<file path="src/rtl/shared_unit_arbiter_if.sv">
// shared_unit_arbiter_if: request/grant bundle between requesters and the shared-unit arbiter
interface shared_unit_arbiter_if #(
    parameter int NREQ  = 4,
    parameter int IDX_W = 2
);
    logic [NREQ-1:0]  Req;
    logic [NREQ-1:0]  Lock;
    logic [NREQ-1:0]  Grant;
    logic [IDX_W-1:0] GrantIdx;
    logic             GrantValid;
    logic [7:0]       PreemptCnt;

    modport master (
        output Req, Lock,
        input  Grant, GrantIdx, GrantValid, PreemptCnt
    );

    modport slave (
        input  Req, Lock,
        output Grant, GrantIdx, GrantValid, PreemptCnt
    );
endinterface

</file>
<file path="src/rtl/shared_unit_arbiter.sv">
// shared_unit_arbiter: round-robin burst arbiter for the shared datapath unit; define ARB_TURNAROUND_EN for a dead cycle between owners
module shared_unit_arbiter #(
    parameter int NREQ     = 4,
    parameter int IDX_W    = 2,
    parameter int HOLD_MAX = 8
) (
    input logic                 Clk,
    input logic                 Reset,
    shared_unit_arbiter_if.slave arb
);
`ifdef ARB_TURNAROUND_EN
    typedef enum logic [1:0] {IDLE, GRANT, TURN} state_t;
`else
    typedef enum logic [1:0] {IDLE, GRANT} state_t;
`endif

    state_t           state_q, state_d;
    logic [NREQ-1:0]  grant_q, grant_d;
    logic [IDX_W-1:0] idx_q, idx_d;
    logic [IDX_W-1:0] last_q, last_d;
    logic [7:0]       hold_q, hold_d;
    logic [7:0]       pcnt_q, pcnt_d;
    logic             valid_q;

    logic [NREQ-1:0]  cand;
    logic             pick_ok;
    logic [IDX_W-1:0] pick_idx;
    logic [NREQ-1:0]  pick_oh;
    logic             in_grant, own_req, others, at_max, forced, release_now;

    assign in_grant    = state_q == GRANT;
    assign own_req     = arb.Req[idx_q];
    assign others      = |(arb.Req & ~grant_q);
    assign at_max      = hold_q == 8'(HOLD_MAX - 1);
    assign forced      = in_grant && own_req && at_max && !arb.Lock[idx_q] && others;
    assign release_now = in_grant && (!own_req || forced);
    // the owner is excluded while it holds the grant, so a release hands off to someone else
    assign cand        = in_grant ? arb.Req & ~grant_q : arb.Req;

    // scan last+1, last+2, ... with wrap; descending loop lets the nearest candidate win
    always_comb begin
        pick_ok  = 1'b0;
        pick_idx = '0;
        pick_oh  = '0;
        for (int i = NREQ; i >= 1; i--) begin
            if (cand[(int'(last_q) + i) % NREQ]) begin
                pick_ok  = 1'b1;
                pick_idx = IDX_W'((int'(last_q) + i) % NREQ);
                pick_oh  = '0;
                pick_oh[(int'(last_q) + i) % NREQ] = 1'b1;
            end
        end
    end

    // next-state: hold the burst, release (direct or via TURN), or arbitrate from idle
    always_comb begin
        state_d = state_q;
        grant_d = grant_q;
        idx_d   = idx_q;
        last_d  = last_q;
        hold_d  = hold_q;
        pcnt_d  = (forced && pcnt_q != 8'hFF) ? pcnt_q + 8'd1 : pcnt_q;
        if (in_grant && !release_now) begin
            hold_d = at_max ? hold_q : hold_q + 8'd1;
        end
`ifdef ARB_TURNAROUND_EN
        else if (in_grant) begin
            state_d = TURN;
            grant_d = '0;
            hold_d  = '0;
        end
`endif
        else begin
            state_d = pick_ok ? GRANT : IDLE;
            grant_d = pick_ok ? pick_oh : '0;
            idx_d   = pick_ok ? pick_idx : idx_q;
            last_d  = pick_ok ? pick_idx : last_q;
            hold_d  = '0;
        end
    end

    // state and registered outputs; reset acts asynchronously even mid-grant
    always_ff @(posedge Clk or posedge Reset) begin
        if (Reset) begin
            state_q <= IDLE;
            grant_q <= '0;
            idx_q   <= '0;
            last_q  <= IDX_W'(NREQ - 1);
            hold_q  <= '0;
            pcnt_q  <= '0;
            valid_q <= 1'b0;
        end else begin
            state_q <= state_d;
            grant_q <= grant_d;
            idx_q   <= idx_d;
            last_q  <= last_d;
            hold_q  <= hold_d;
            pcnt_q  <= pcnt_d;
            valid_q <= |grant_d;
        end
    end

    assign arb.Grant      = grant_q;
    assign arb.GrantIdx   = idx_q;
    assign arb.GrantValid = valid_q;
    assign arb.PreemptCnt = pcnt_q;
endmodule

</file>
<file path="src/flat_wrapper.sv">
// flat-port wrapper written by rule: the top's interface ports become plain ports
module shared_unit_arbiter_flat 
#(
    parameter int NREQ     = 4,
    parameter int IDX_W    = 2,
    parameter int HOLD_MAX = 8
)
  (Clk, Reset, arb_Req, arb_Lock, arb_Grant, arb_GrantIdx, arb_GrantValid, arb_PreemptCnt);
  shared_unit_arbiter_if #(.NREQ(NREQ), .IDX_W(IDX_W)) arb_i ();
  input logic Clk;
  input logic Reset;
  input wire logic [$bits(arb_i.Req)-1:0] arb_Req;
  input wire logic [$bits(arb_i.Lock)-1:0] arb_Lock;
  output wire logic [$bits(arb_i.Grant)-1:0] arb_Grant;
  output wire logic [$bits(arb_i.GrantIdx)-1:0] arb_GrantIdx;
  output wire logic [$bits(arb_i.GrantValid)-1:0] arb_GrantValid;
  output wire logic [$bits(arb_i.PreemptCnt)-1:0] arb_PreemptCnt;
  assign arb_i.Req = arb_Req;
  assign arb_i.Lock = arb_Lock;
  assign arb_Grant = arb_i.Grant;
  assign arb_GrantIdx = arb_i.GrantIdx;
  assign arb_GrantValid = arb_i.GrantValid;
  assign arb_PreemptCnt = arb_i.PreemptCnt;
  shared_unit_arbiter #(.NREQ(NREQ), .IDX_W(IDX_W), .HOLD_MAX(HOLD_MAX)) u_core (.Clk(Clk), .Reset(Reset), .arb(arb_i));
endmodule
</file>
<file path="config.mk">
export PLATFORM = sky130hd
export DESIGN_NAME = shared_unit_arbiter_flat
export DESIGN_NICKNAME = d
export VERILOG_FILES = /design/src/rtl/shared_unit_arbiter_if.sv /design/src/rtl/shared_unit_arbiter.sv /design/src/flat_wrapper.sv
export SDC_FILE = /design/constraint.sdc
export NUM_CORES = 1
export LEC_CHECK = 0
export BUFFER_PORTS_ARGS = -buffer_cell sky130_fd_sc_hd__buf_2
export CAP_MARGIN = 25
export CORE_MARGIN = 4
export CORE_UTILIZATION = 45
export CTS_CLUSTER_SIZE = 24
export DETAILED_ROUTE_END_ITERATION = 7
export GPL_TIMING_DRIVEN = 0
export HOLD_SLACK_MARGIN = 0.06
export MAX_ROUTING_LAYER = met4
export PLACE_DENSITY = 0.69
export SLEW_MARGIN = 20
export SYNTH_ARGS = -nofsm -noshare
export SYNTH_HDL_FRONTEND = slang
export SYNTH_SLANG_ARGS = --single-unit
</file>
<file path="constraint.sdc">
create_clock -name Clk -period 3.1 [get_ports Clk]
set_input_delay 0.62 -clock Clk [delete_from_list [all_inputs] [get_ports Clk]]
set_output_delay 0.62 -clock Clk [all_outputs]
set_load 0.01 [all_outputs]
</file>
# After elaboration in Yosys (flattened, before gate mapping)

Cells that the tools add are included.

Flip-flop bits (word level): 27
Output and inout bits: 15
Word-level logic and storage cells: 97

Add/sub/neg operators: 6
$lt $le $gt $ge: 9
Equal/unequal tests: 4
Muxes and demuxes: 42
Bitwise gates (word level): 7
Reductions and logical operators: 22

Operators by type and width:

| operator                                                                            | number |
|---|---|
| 4-bit 2-to-1 mux                                                                    | 7 |
| 1-bit 2-to-1 mux                                                                    | 19 |
| 8-bit by 1-bit adder with 8-bit output, second input constant                       | 2 |
| 3-bit by 4-bit less-than comparator with 1-bit output, second input constant        | 4 |
| 8-bit 2-to-1 mux                                                                    | 2 |
| 1-bit binary-select mux with 2-bit select                                           | 6 |
| 3-bit by 1-bit greater-or-equal comparator with 1-bit output, second input constant | 4 |
| 1-bit logical AND                                                                   | 11 |
| 1-bit demux with 2-bit select                                                       | 4 |
| 8-bit by 3-bit == test with 1-bit output, second input constant                     | 1 |
| 2-bit 2-to-1 mux                                                                    | 4 |
| 8-bit != test, second input constant                                                | 1 |
| 2-bit OR reduction                                                                  | 4 |
| 4-bit OR reduction                                                                  | 2 |
| 2-bit by 1-bit adder with 2-bit output, second input constant                       | 2 |
| 2-bit adder, second input constant                                                  | 2 |
| 1-bit AND, first input constant                                                     | 4 |
| 4-bit AND                                                                           | 1 |
| 4-bit inverter                                                                      | 1 |
| 1-bit logical NOT                                                                   | 3 |
| 2-bit by 3-bit less-than comparator with 1-bit output, second input constant        | 1 |
| 2-bit by 1-bit == test with 1-bit output, second input constant                     | 1 |
| 2-bit != test, second input constant                                                | 1 |
| 2-bit AND reduction                                                                 | 1 |
| 2 further kinds                                                                     | 2 |

# Depth between registers and ports, before layout

Depth in word-level cells: 14
Gate-level depth with buffers: 9
Mapped depth without buffers: 7

# Worst setup path before layout

Ideal clock, no wire load.

Kind: register -> register
Start: register u_core.last_q[1]
End: register u_core.valid_q (netlist: u_core.arb.GrantValid)
Data arrival time: 2.585 ns
Data required time: 2.961 ns
Slack: 0.376 ns
Stages on the path, launching flop included: 9
Path buffers: 2
Cells stage by stage: dfstp_2 -> clkbuf_1 -> inv_1 -> ha_1 -> buf_1 -> mux2_2 -> a311oi_1 -> a32oi_1 -> or4_1

Longest elaborated chain between the ends: 14
Elaborated cells on any way between the ends: 55
Those cells by class: add/sub: 4; order compare: 8; mux: 30; bitwise: 4; reduce/logical: 9

Ends and longest elaborated chain:

| what                                                                                                                                                        | RTL line                                             | source |
|---|---|---|
| start, declared                                                                                                                                             | shared_unit_arbiter.sv:20                            | `logic [IDX_W-1:0] last_q, last_d;` |
| start signal, assigned                                                                                                                                      | shared_unit_arbiter.sv:88                            | `last_q <= IDX_W'(NREQ - 1);` |
| start signal, assigned                                                                                                                                      | shared_unit_arbiter.sv:96                            | `last_q <= last_d;` |
| 2-bit by 1-bit adder with 2-bit output                                                                                                                      | shared_unit_arbiter.sv:46, shared_unit_arbiter.sv:50 |  |
| 2-bit OR reduction (no line)                                                                                                                                | -                                                    |  |
| 1-bit AND (no line)                                                                                                                                         | -                                                    |  |
| 3-bit by 4-bit less-than comparator with 1-bit output (not written as such) or 3-bit by 1-bit greater-or-equal comparator with 1-bit output (tied branches) | shared_unit_arbiter.sv:50                            | `pick_oh[(int'(last_q) + i) % NREQ] = 1'b1;` |
| 1-bit logical AND (not written as such)                                                                                                                     | shared_unit_arbiter.sv:50                            |  |
| 1-bit 2-to-1 mux (not written as such)                                                                                                                      | shared_unit_arbiter.sv:50                            |  |
| 1-bit demux with 2-bit select                                                                                                                               | -                                                    |  |
| 4-bit 2-to-1 mux (4 in a row)                                                                                                                               | shared_unit_arbiter.sv:46                            | `if (cand[(int'(last_q) + i) % NREQ]) begin` |
| 4-bit 2-to-1 mux *                                                                                                                                          | shared_unit_arbiter.sv:75                            | `grant_d = pick_ok ? pick_oh : '0;` |
| 4-bit 2-to-1 mux *                                                                                                                                          | shared_unit_arbiter.sv:63                            | `if (in_grant && !release_now) begin` |
| named net u_core.grant_d[2]                                                                                                                                 | shared_unit_arbiter.sv:18                            | `logic [NREQ-1:0] grant_q, grant_d;` |
| 4-bit OR reduction *                                                                                                                                        | shared_unit_arbiter.sv:99                            | `valid_q <= \|grant_d;` |
| end signal, assigned                                                                                                                                        | shared_unit_arbiter.sv:99                            |  |
| end, declared                                                                                                                                               | shared_unit_arbiter.sv:23                            | `logic valid_q;` |

The timed path passes the listed nets; every way through them passes the cells marked *. The select of a mux whose other input is x is not followed.
A chain may end at the register's enable or synchronous reset.

# Worst setup path after layout

Start: register u_core.last_q[0]
End: register u_core.valid_q (netlist: u_core.arb.GrantValid)

Same word-level chain as after synthesis.

==> reports/results.ini <==
[run_status]
status = complete, no violations

[synthesis]
synth_mux_area_frac = 0.1445
synth_seq_cells = 26
synth_top_area_cell = dfrtp_1
synth_cells = 165
yosys-top-cells-area = dfrtp_1 36%, mux2_2 6.1%, mux2i_1 6.1%, ha_1 4.5%, nand3_1 4.2%
synth-adder-area-share = 0.04539
yosys_warnings = 0
yosys.area_share.simple = 0.1687
post_synth.cell_area_avg_um2 = 10.02
synth_compound_area_frac = 0.1415
synthDistinctLibCells = 39
netlist_area_um2 = 1654
syn_nets = 181
synth_top_area_frac = 0.3631
synth.yosys.seq_area_share = 0.3949
synth_top_family_by_area = simple AND/OR/NAND/NOR gates
synthXorXnorAreaFrac = 0.07413

[worst_setup_path]
required_ns = 3.24
worst_setup_path_end_kind = flop
slowest_stage = dfstp_2
max_stage_delay_ns = 0.58
crit_type = flop to flop
r2r_start = u_core.last_q[0]
cp_data_arrival_time_ns = 3.08
r2r_slack_ns = 0.16
path_buf_inv = 3
critPathLaunch = u_core.last_q[0]
critical_path.max_fanout = 10
critPathTopFamily = flip-flops
cp-start-kind = flop
path_cells = buf_6, inv_1, ha_1, buf_1, mux2_2, a311oi_1, a32oi_1, or4_1

[run]
cap_violations = 0

[sta]
setup_viol = 0
clock.fmax_mhz = 339.8
holdWs_ns = 0.2590
fin_crit_ns = 2.943
drv_slew = 0
fin_crit_sh = 0.9492
setup_tns_ns = 0
slew_headroom = 0.5390
fin_ws_ns = 0.1575
finalHoldViolations = 0
skew_ns = 0.003345
tightest_slew_ns = 0.6851
rsz0062_at_grt = no

[drt]
via_count = 1361
drt-total-wl_um = 3572
drc = 0
drt_iter0_markers = 74
postRouteAntennaNets = 0
firstDrtPassIters = 4
wl_per_cell_um = 14.95
vias_per_cell = 5.695

[placement]
port_buffers = 24
place_worst_setup_slack_ns = 0.03067
place.gp.congestion = 0.8511
post-dp-hpwl_um = 2784

[floorplanning]
dieArea_um2 = 4709
io_pins = 25
die_w_um = 68.63
die_y_um = 68.63
core_um2 = 3442
start_util = 0.4806
rows = 21

[layout]
drive_gt1_frac = 0.2487
layout_common_cells = 26 x buf_2, 24 x dfrtp_1, 14 x nand3_1
final_common_cell = buf_2
diodes = 0
syn_to_final_growth_pct = 14.75
fin_nets = 210

[clock_network]
cts.clk_slew.worst_paths_ns = 0.08
clk_latency_ns = 0.27
cts_tree = built
clock_path_buffers = 2
cts_resized = 0
clkSinkCount = 26
cts_root_buf = clkbuf_8
cts_hold_buf = 0
numCtsBuffers = 3
htreeDepth = 1
postCtsSetupBuffers = 0

[global_route]
grt_pass1_wl_um = 6092
overflow = 0
grt_use_total = 0.1735
grt_pass1_vias = 1345
grt_antenna_before_repair = 0
grt_start_max_net_pins = 27

[power]
cellPowerDensity_nw_per_um2 = 980.9
peakVddDrop_uv = 374.9
power_leakage_nw = 0.8921

[hold_path]
hp-class = primary input to asynchronous set/reset pin

[path summary, 6_finish.rpt]
check / to / cells after the start
setup / recovery: u_core.arb.GrantValid / 8
hold / removal: u_core.hold_q[4] / 2
setup reg to reg: u_core.arb.GrantValid / 8
max in group asynchronous: u_core.last_q[1] / 3
hold reg to reg: u_core.arb.PreemptCnt[5] / 1
min in group Clk: u_core.arb.PreemptCnt[5] / 1
[metal layers]
| layer | vias to the layer above | global-route usage | part of all wire |
|---|---|---|---|
| met5 | - | - | 0 |
| met1 | 651 | 0.2230 | 0.46 |
| met3 | 6 | 0.03728 | 0.055 |
| met2 | 40 | 0.2741 | 0.48 |
| li1 | 664 | - | - |
| met4 | 0 | 0.05211 | 0.012 |
[area by class of cell]
type,count,area (um2)
well taps,46,57.56
plain buffers,5,28.78
flip-flops and latches,26,653.1
fillers,316,1544
multi-input cells,128,949.7
repair buffers,25,135.1
inverters,5,18.77
clock buffers,4,55.05
[through the flow]
step                std cells  utilization  instance area, um2  power (mW)
finish                    239       0.5514                1898       1.862
global route              239       0.5514                1898       2.019
CTS                       238       0.5471                1883       1.862
detailed placement        235       0.5322                1832       1.645
global placement          235       0.5322                1832       1.607
floorplan                 165            -                1654       1.380
[cell usage after synthesis]
library cell   n
xnor2_1        7
o22ai_1        1
and3_1         6
nand2b_1       4
buf_1          1
a21o_1         2
mux2_4         1
o21a_4         1
nor3_1         3
a31oi_1        1
inv_1          5
xor2_1         7
mux2_2         9
nand4_1        2
nor4_1         1
ha_1           6
nor2_1        10
buf_6          1
o21ai_0        3
o21a_1         1
or4_1          2
buf_2          2
a32oi_1        4
nand3_1       14
nand2_1       12
o211ai_1       6
dfrtp_1       24
a311oi_1       4
a31o_2         1
a21oi_2        1
nor4b_1        1
and2_1         1
a211oi_1       1
dfstp_2        2
a21oi_1        4
o2111ai_1      1
mux4_2         1
mux2i_1       10
clkbuf_1       2
[sequential cells by signal, summed over array words and instances (netlist names)]
| register | count |
|---|---|
| u_core.hold_q | 8 |
| u_core.last_q | 2 |
| u_core.arb.PreemptCnt | 8 |
| u_core.arb.Grant | 4 |
| u_core.arb.GrantValid | 1 |
| u_core.state_q | 1 |
| u_core.arb.GrantIdx | 2 |
[worst register-to-register path: cells and delay by family, from the launching register on]
| family | cells | cell delay, ns |
|---|---|---|
| buffers and inverters | 3 | 0.49 |
| adder cells (fa/ha/maj) | 1 | 0.28 |
| flip-flops | 1 | 0.58 |
| AO/OA/AOI/OAI | 2 | 0.50 |
| AND/OR/NAND/NOR | 1 | 0.54 |
| multiplexers | 1 | 0.42 |
[power breakdown]
group	total, mW	switching, mW	internal, mW
logic	1.10	0.625	0.476
clock network	0.212	0.0988	0.113
registers	0.548	0.110	0.437
[kinds of logic after synthesis]
kind of cell / Yosys count
simple gates: 56
compound gates: 31
flops: 26
mux: 21
xor+xnor: 14
buf+inv: 11
fa+ha+maj: 6
No activity file was read; power rests on OpenSTA's default activity.
